### src/rtl/adc_scan_pkg.sv
// Shared types and helpers for the ADC scan sequencer: state encoding, channel
// width helper and the next-enabled-channel search.
package adc_scan_pkg;

    typedef logic [2:0] state_t;

    localparam state_t ST_IDLE    = 3'd0;
    localparam state_t ST_SETTLE  = 3'd1;
    localparam state_t ST_DISCARD = 3'd2;
    localparam state_t ST_ACCUM   = 3'd3;
    localparam state_t ST_PUBLISH = 3'd4;

    localparam int MAX_CH = 16;

    typedef struct packed {
        logic       found;
        logic [3:0] idx;
    } bit_sel_t;

    function automatic int ch_width(input int num_ch);
        return (num_ch > 1) ? $clog2(num_ch) : 1;
    endfunction

    // Lowest set bit of mask at or above index 'from'.
    function automatic bit_sel_t next_set_bit(input logic [MAX_CH-1:0] mask,
                                              input logic [4:0] from);
        bit_sel_t r;
        r.found = 1'b0;
        r.idx   = 4'd0;
        for (int i = 0; i < MAX_CH; i++) begin
            if (!r.found && mask[i] && (5'(i) >= from)) begin
                r.found = 1'b1;
                r.idx   = 4'(i);
            end
        end
        return r;
    endfunction

endpackage

### src/rtl/adc_scan_sequencer_bank.sv
// Per-channel result bank: one write port, registered read port with
// read-before-write behaviour and zero for out-of-range addresses.
module adc_result_bank #(
    parameter int NUM_CH     = 4,
    parameter int RAMP_WIDTH = 8,
    parameter int CH_W       = 2
) (
    input  logic                  i_clk,
    input  logic                  i_reset,
    input  logic                  i_we,
    input  logic [CH_W-1:0]       i_wr_ch,
    input  logic [RAMP_WIDTH-1:0] i_wr_data,
    input  logic [CH_W-1:0]       i_rd_ch,
    output logic [RAMP_WIDTH-1:0] o_rd_data
);

    logic [RAMP_WIDTH-1:0] r_bank [NUM_CH];
    logic [RAMP_WIDTH-1:0] r_rd_data;

    always_ff @(posedge i_clk or posedge i_reset) begin
        if (i_reset) begin
            for (int i = 0; i < NUM_CH; i++) begin
                r_bank[i] <= '0;
            end
            r_rd_data <= '0;
        end else begin
            if (i_we) begin
                r_bank[i_wr_ch] <= i_wr_data;
            end
            r_rd_data <= (int'(i_rd_ch) < NUM_CH) ? r_bank[i_rd_ch] : '0;
        end
    end

    assign o_rd_data = r_rd_data;

endmodule

### src/rtl/adc_scan_sequencer.sv
// Multiplexes one SAR ADC over NUM_CH inputs: settle, discard, average, publish.
// Optional per-conversion watchdog enabled by defining ADC_SCAN_TIMEOUT_EN.
module adc_scan_sequencer
    import adc_scan_pkg::*;
#(
    parameter int NUM_CH            = 4,
    parameter int RAMP_WIDTH        = 8,
    parameter int AVG_LOG2          = 2,
    parameter int MUX_SETTLE_CYCLES = 1000,
    parameter int TIMEOUT_CYCLES    = 2000000,
    localparam int CH_W             = ch_width(NUM_CH)
) (
    input  logic                  i_clk,
    input  logic                  i_reset,
    input  logic                  i_scan_start,
    input  logic                  i_scan_continuous,
    input  logic [NUM_CH-1:0]     i_ch_mask,
    input  logic                  i_adc_ready,
    input  logic [RAMP_WIDTH-1:0] i_adc_code,
    output logic                  o_adc_hold,
    output logic [CH_W-1:0]       o_mux_sel,
    output logic                  o_busy,
    output logic                  o_result_valid,
    output logic [CH_W-1:0]       o_result_ch,
    output logic [RAMP_WIDTH-1:0] o_result_code,
    output logic                  o_scan_done,
    input  logic [CH_W-1:0]       i_rd_ch,
    output logic [RAMP_WIDTH-1:0] o_rd_data,
    output logic                  o_timeout_err
);

    localparam int NSAMP   = 1 << AVG_LOG2;
    localparam int ACC_W   = RAMP_WIDTH + AVG_LOG2;
    localparam int CNT_MAX = (MUX_SETTLE_CYCLES > NSAMP) ? MUX_SETTLE_CYCLES : NSAMP;
    localparam int CNT_W   = $clog2(CNT_MAX + 1);

    if (NUM_CH < 2 || NUM_CH > MAX_CH || AVG_LOG2 < 0 || AVG_LOG2 > 4 ||
        MUX_SETTLE_CYCLES < 1 || TIMEOUT_CYCLES < 1) begin : g_param_check
        $error("adc_scan_sequencer: parameter out of range");
    end

    state_t                r_state;
    logic [NUM_CH-1:0]     r_mask;
    logic                  r_cont;
    logic [CH_W-1:0]       r_ptr;
    logic [CNT_W-1:0]      r_cnt;
    logic [ACC_W-1:0]      r_acc;
    logic                  r_result_valid;
    logic [CH_W-1:0]       r_result_ch;
    logic [RAMP_WIDTH-1:0] r_result_code;
    logic                  r_scan_done;

    logic [ACC_W-1:0]      w_sum;
    bit_sel_t              w_next;
    bit_sel_t              w_first;
    logic                  w_last_sample;
    logic                  w_timeout;

    assign w_sum         = r_acc + ACC_W'(i_adc_code);
    assign w_next        = next_set_bit(16'(r_mask), 5'(r_ptr) + 5'd1);
    assign w_first       = next_set_bit(16'(i_ch_mask), 5'd0);
    assign w_last_sample = (r_state == ST_ACCUM) && i_adc_ready &&
                           (r_cnt == CNT_W'(NSAMP - 1));

`ifdef ADC_SCAN_TIMEOUT_EN
    localparam int WD_W = $clog2(TIMEOUT_CYCLES + 1);

    logic [WD_W-1:0] r_wdog;
    logic            r_timeout_err;
    logic            w_waiting;

    assign w_waiting = (r_state == ST_DISCARD) || (r_state == ST_ACCUM);
    assign w_timeout = w_waiting && !i_adc_ready && (r_wdog == WD_W'(TIMEOUT_CYCLES - 1));

    always_ff @(posedge i_clk or posedge i_reset) begin
        if (i_reset) begin
            r_wdog        <= '0;
            r_timeout_err <= 1'b0;
        end else begin
            if (!w_waiting || i_adc_ready) begin
                r_wdog <= '0;
            end else begin
                r_wdog <= r_wdog + 1'b1;
            end
            if (w_timeout) begin
                r_timeout_err <= 1'b1;
            end
        end
    end

    assign o_timeout_err = r_timeout_err;
`else
    assign w_timeout     = 1'b0;
    assign o_timeout_err = 1'b0;
`endif

    always_ff @(posedge i_clk or posedge i_reset) begin
        if (i_reset) begin
            r_state        <= ST_IDLE;
            r_mask         <= '0;
            r_cont         <= 1'b0;
            r_ptr          <= '0;
            r_cnt          <= '0;
            r_acc          <= '0;
            r_result_valid <= 1'b0;
            r_result_ch    <= '0;
            r_result_code  <= '0;
            r_scan_done    <= 1'b0;
        end else begin
            r_result_valid <= 1'b0;
            r_scan_done    <= 1'b0;
            case (r_state)
                ST_IDLE: begin
                    if (i_scan_start && w_first.found) begin
                        r_mask  <= i_ch_mask;
                        r_cont  <= i_scan_continuous;
                        r_ptr   <= CH_W'(w_first.idx);
                        r_cnt   <= '0;
                        r_state <= ST_SETTLE;
                    end
                end
                ST_SETTLE: begin
                    if (r_cnt == CNT_W'(MUX_SETTLE_CYCLES - 1)) begin
                        r_cnt   <= '0;
                        r_state <= ST_DISCARD;
                    end else begin
                        r_cnt <= r_cnt + 1'b1;
                    end
                end
                ST_DISCARD: begin
                    if (i_adc_ready) begin
                        r_acc   <= '0;
                        r_cnt   <= '0;
                        r_state <= ST_ACCUM;
                    end
                end
                ST_ACCUM: begin
                    if (i_adc_ready) begin
                        r_acc <= w_sum;
                        r_cnt <= r_cnt + 1'b1;
                    end
                end
                ST_PUBLISH: begin
                    r_cnt <= '0;
                    if (w_next.found) begin
                        r_ptr   <= CH_W'(w_next.idx);
                        r_state <= ST_SETTLE;
                    end else if (r_cont && i_scan_continuous && w_first.found) begin
                        // A dropped continuous bit ends the scan at this pass boundary.
                        r_mask  <= i_ch_mask;
                        r_ptr   <= CH_W'(w_first.idx);
                        r_state <= ST_SETTLE;
                    end else begin
                        r_state <= ST_IDLE;
                    end
                end
                default: r_state <= ST_IDLE;
            endcase

            if (w_last_sample || w_timeout) begin
                r_state        <= ST_PUBLISH;
                r_result_valid <= 1'b1;
                r_result_ch    <= r_ptr;
                r_result_code  <= w_timeout ? '0 : RAMP_WIDTH'(w_sum >> AVG_LOG2);
                r_scan_done    <= !w_next.found;
            end
        end
    end

    adc_result_bank #(
        .NUM_CH     (NUM_CH),
        .RAMP_WIDTH (RAMP_WIDTH),
        .CH_W       (CH_W)
    ) u_bank (
        .i_clk     (i_clk),
        .i_reset   (i_reset),
        .i_we      (r_state == ST_PUBLISH),
        .i_wr_ch   (r_result_ch),
        .i_wr_data (r_result_code),
        .i_rd_ch   (i_rd_ch),
        .o_rd_data (o_rd_data)
    );

    assign o_adc_hold     = (r_state == ST_IDLE) || (r_state == ST_SETTLE);
    assign o_busy         = (r_state != ST_IDLE);
    assign o_mux_sel      = r_ptr;
    assign o_result_valid = r_result_valid;
    assign o_result_ch    = r_result_ch;
    assign o_result_code  = r_result_code;
    assign o_scan_done    = r_scan_done;

endmodule
### config.mk
export PLATFORM = sky130hd
export DESIGN_NAME = adc_scan_sequencer
export DESIGN_NICKNAME = d
export VERILOG_FILES = /design/src/rtl/adc_scan_pkg.sv /design/src/rtl/adc_scan_sequencer_bank.sv /design/src/rtl/adc_scan_sequencer.sv
export SDC_FILE = /design/constraint.sdc
export NUM_CORES = 1
export LEC_CHECK = 0
export ABC_AREA = 0
export CORE_AREA = 2 2 104 106
export CTS_CLUSTER_SIZE = 24
export DETAILED_ROUTE_END_ITERATION = 12
export DIE_AREA = 0 0 106 108
export SLEW_MARGIN = 30
export SYNTH_ARGS = -nofsm -noshare
export SYNTH_HDL_FRONTEND = slang
export SYNTH_SLANG_ARGS = --single-unit
### constraint.sdc
create_clock -name i_clk -period 4.9 [get_ports i_clk]
set_clock_uncertainty 0.15 [all_clocks]
set_input_delay 1.225 -clock i_clk [delete_from_list [all_inputs] [get_ports i_clk]]
set_output_delay 1.225 -clock i_clk [all_outputs]
set_load 0.02 [all_outputs]
==> results.md <==
| Quantity | Reported | Unit |
|:---|:---|:---|
| Sink Count | 81 | - |
| Number of global-route vias before repair | 2774 | - |
| Wire length reported by the detailed router | 7890 | microns |
| Max cap viols | 0 | - |
| Total number of vias | 2790 | - |
| Cells after synthesis | 345 | - |
| Cell row count | 37 | - |
| Min cycle time layout | 3.33 | ns |
| Detailed router's first-iteration violation count | 107 | - |
| Maximum fanout along the worst path | 12 | - |
| Final worst-path setup slack | 1.57 | ns |
| CTS tree | done | - |
| Clock transition at the register clock pins on the worst setup and hold paths after CTS | 0.08 | ns |
| Most repeated cell in the gate-level netlist after synthesis | sky130_fd_sc_hd__dfrtp_1 | - |
| Compound-cell area share of the yosys netlist | 13.5 | % |
| Postcts setup bufs | 0 | - |
| Final cell count without fillers | 529 | - |
| Primary flip-flop cell chosen by synthesis mapping | sky130_fd_sc_hd__dfrtp_1 | - |
| CP Class | input pin to flip-flop | - |
| Worst max-slew margin expressed relative to the limit | 48.5 | % |
| Hold-fix buffer count after cts | 0 | - |
| Async set-reset flop share out of synthesis | 100 | % |
| Post-detailed-route count of antenna-violating nets | 0 | - |
| Post-layout nets | 417 | - |
| Worst ir drop on vdd | 0.000141 | V |
| Maximum number of buffers from clock root to sink | 2 | - |
| Starting density of the core | 39.3 | % |
| Largest cells by area after synthesis | sky130_fd_sc_hd__dfrtp_1 50%, sky130_fd_sc_hd__mux2_2 9.2%, sky130_fd_sc_hd__mux4_2 4.5% | - |
| Die Area | 11400 | sq um |
| CTS resizes | 0 | - |
| Core Box Area | 10200 | sq um |
| Avg Cell Area, Syn | 11.7 | sq um |
| Pre-CTS setup slack | 1.19 | ns |
| Flip-flop and latch count after synthesis | 81 | - |
| Setup repair after global routing missed its margin | false | - |
| Number of buffer cells added on primary ports | 42 | - |
| Post-detail-place hpwl | 5660 | microns |
| Number of remaining DRC errors | 0 | - |
| Pre-antenna DRT Iters | 4 | - |
| Multiplexer fraction of the synthesized cell area | 14.5 | % |
| LEAKAGE | 2.11 | nW |
| Number of levels the H-tree was split into | 3 | - |
| Number of I/O pins | 44 | - |
| Insertion delay to the later sink of the worst-skew pair | 0.35 | ns |
| Element type at the critical path end | flip-flop | - |
| Largest family of logic cells by synthesized area | multiplexers | - |
| TritonCTS buffer count | 9 | - |
| Final Slew Violations | 0 | - |
| Fraction of final layout cells sized beyond drive strength 1 | 18.8 | % |
| Final cycle utilization of the critical path | 68.0 | % |
| Antenna fix cells | 0 | - |
| Final Hold Vio Count | 0 | - |
| Fill count | 966 | - |
| Mapped Nets | 374 | - |
| Post-synth EDFFs | 0 | - |
| Synth Area in Simple Gates | 14.0 | % |
| Endpoint arrival time on the critical path | 3.41 | ns |
| Hold Path Cell Cnt | 2 | - |
| Total global-route track usage | 15.3 | % |
| Critical Path RT | 4.97 | ns |
| Mapped cell area | 4020 | sq um |
| Total negative setup slack | 0 | ns |
| Clk Tree Root Cell | sky130_fd_sc_hd__clkbuf_8 | - |
| Post-Place Cells | 513 | - |
| Most frequent cells after synthesis | 81 x sky130_fd_sc_hd__dfrtp_1, 41 x sky130_fd_sc_hd__nand2_1, 33 x sky130_fd_sc_hd__mux2_2 | - |
| Hold Crit Class | flip-flop to flip-flop | - |
| Parity-gate share of the synthesized area counting xor and xnor cells | 1.74 | % |
| Height of the chip | 108 | microns |
| Final Util | 46.6 | % |
| Design Area, Final | 4760 | sq um |
| GP Congestion | 0.804 | - |
| Biggest area consumer among synthesized cells | sky130_fd_sc_hd__dfrtp_1 | - |
| Post-synth cell types | 62 | - |
| Sequential share of the synthesized area | 50.4 | % |
| Final setup viols | 0 | - |
| Total of warnings raised by yosys | 0 | - |
| Share of the synthesized area in the top cell type | 50.4 | % |
| Worst r2r path cells | 4 | - |
| Overall overflow remaining after global route | 0 | - |
| Area delta synth->final | 18.4 | % |
| Area after detailed placement | 4560 | sq um |
| Total power per unit cell area | 355 | nW/um^2 |
| Number of antenna violations at the first check in global routing | 0 | - |
| Per-cell via count in the routed design | 5.27 | - |
| Run status | finished clean | - |
| Critical Path Start Type | input pin | - |
| Fmax | 300 | MHz |
| Measured slew at the worst slew-check pin | 0.770 | ns |
| Maximum number of pins on one net before global-route repair | 36 | - |
| Die Width | 106 | microns |
| Routed length per instance | 14.9 | microns |
| First-pass GRT wire length | 13800 | microns |
| Adder and majority gate portion of the synthesized area | 3.30 | % |
[cell type report]
cell class,count,area (sq um),area share (%)
sequential,81,2030,42.6
tap,136,170,3.57
timing repair buffer,44,435,9.14
inverter,9,35.0,0.735
multi-input combinational,243,1900,39.8
clock buffer,9,124,2.60
clock inverter,7,76.3,1.60
[critical path, stage by stage]
cell and delay [ns]:
sky130_fd_sc_hd__clkdlybuf4s50_1 0.47, sky130_fd_sc_hd__nor4_2 0.55, sky130_fd_sc_hd__nor2b_1 0.14, sky130_fd_sc_hd__o221ai_2 0.44
sky130_fd_sc_hd__or2_1 0.43, sky130_fd_sc_hd__o221ai_2 0.13
[stage by stage]
step	hold slack, ns	total power, mW
finish	0.345	1.69
global route	0.371	1.82
CTS	0.344	1.71
detailed placement	0.325	1.21
global placement	0.316	1.19
floorplan	0.303	1.11
[routing by layer]
metal	vias up	wire length, microns	share of wire, %	track usage [%]
met5	-	0	0	0
met4	0	123	1.6	4.70
met3	14	320	4.1	3.80
met2	48	3700	47	24.2
met1	1375	3750	48	21.0
li1	1353	-	-	-
[final timing paths]
path,from,to,slack (ns)
min reg2reg,r_acc[2],r_acc[2],0.34
max in group asynchronous,i_reset,u_bank.r_bank[7],2.87
min in group asynchronous,i_reset,u_bank.r_bank[24],0.99
max,i_ch_mask[0],r_cnt[8],1.57
max reg2reg,r_state[1],o_result_code[4],2.48
min,r_acc[2],r_acc[2],0.34
[state kept, by name (all words and copies together) (netlist names), 3 cells and up]
name              count
r_acc                10
r_cnt                10
r_mask                3
o_result_code         8
u_bank.o_rd_data      8
r_state               3
u_bank.r_bank        32
[cells in the final DEF (no fill, tap or decap), types with 8 or more instances in the layout]
cell type	count
sky130_fd_sc_hd__dfrtp_1	81
sky130_fd_sc_hd__mux4_2	8
sky130_fd_sc_hd__mux2_2	33
sky130_fd_sc_hd__a21oi_1	13
sky130_fd_sc_hd__o31ai_1	10
sky130_fd_sc_hd__o21ai_0	13
sky130_fd_sc_hd__clkdlybuf4s50_1	42
sky130_fd_sc_hd__ha_1	9
sky130_fd_sc_hd__nor2_1	18
sky130_fd_sc_hd__nand2_1	41
sky130_fd_sc_hd__clkbuf_8	9
sky130_fd_sc_hd__o21ai_1	14
[cells by family after synthesis]
| logic type | count (synthesis) |
|---|---|
| other cells | 1 |
| fa+ha+maj | 10 |
| simple gates | 104 |
| flops | 81 |
| compound gates | 76 |
| mux | 44 |
| buf+inv | 21 |
| xor+xnor | 8 |
[report_power, final]
part	internal, mW	total (mW)	switching [mW]
registers	0.725	0.777	0.0515
logic	0.178	0.414	0.236
clock network	0.240	0.499	0.259
Power figures use the tool's default switching activity.
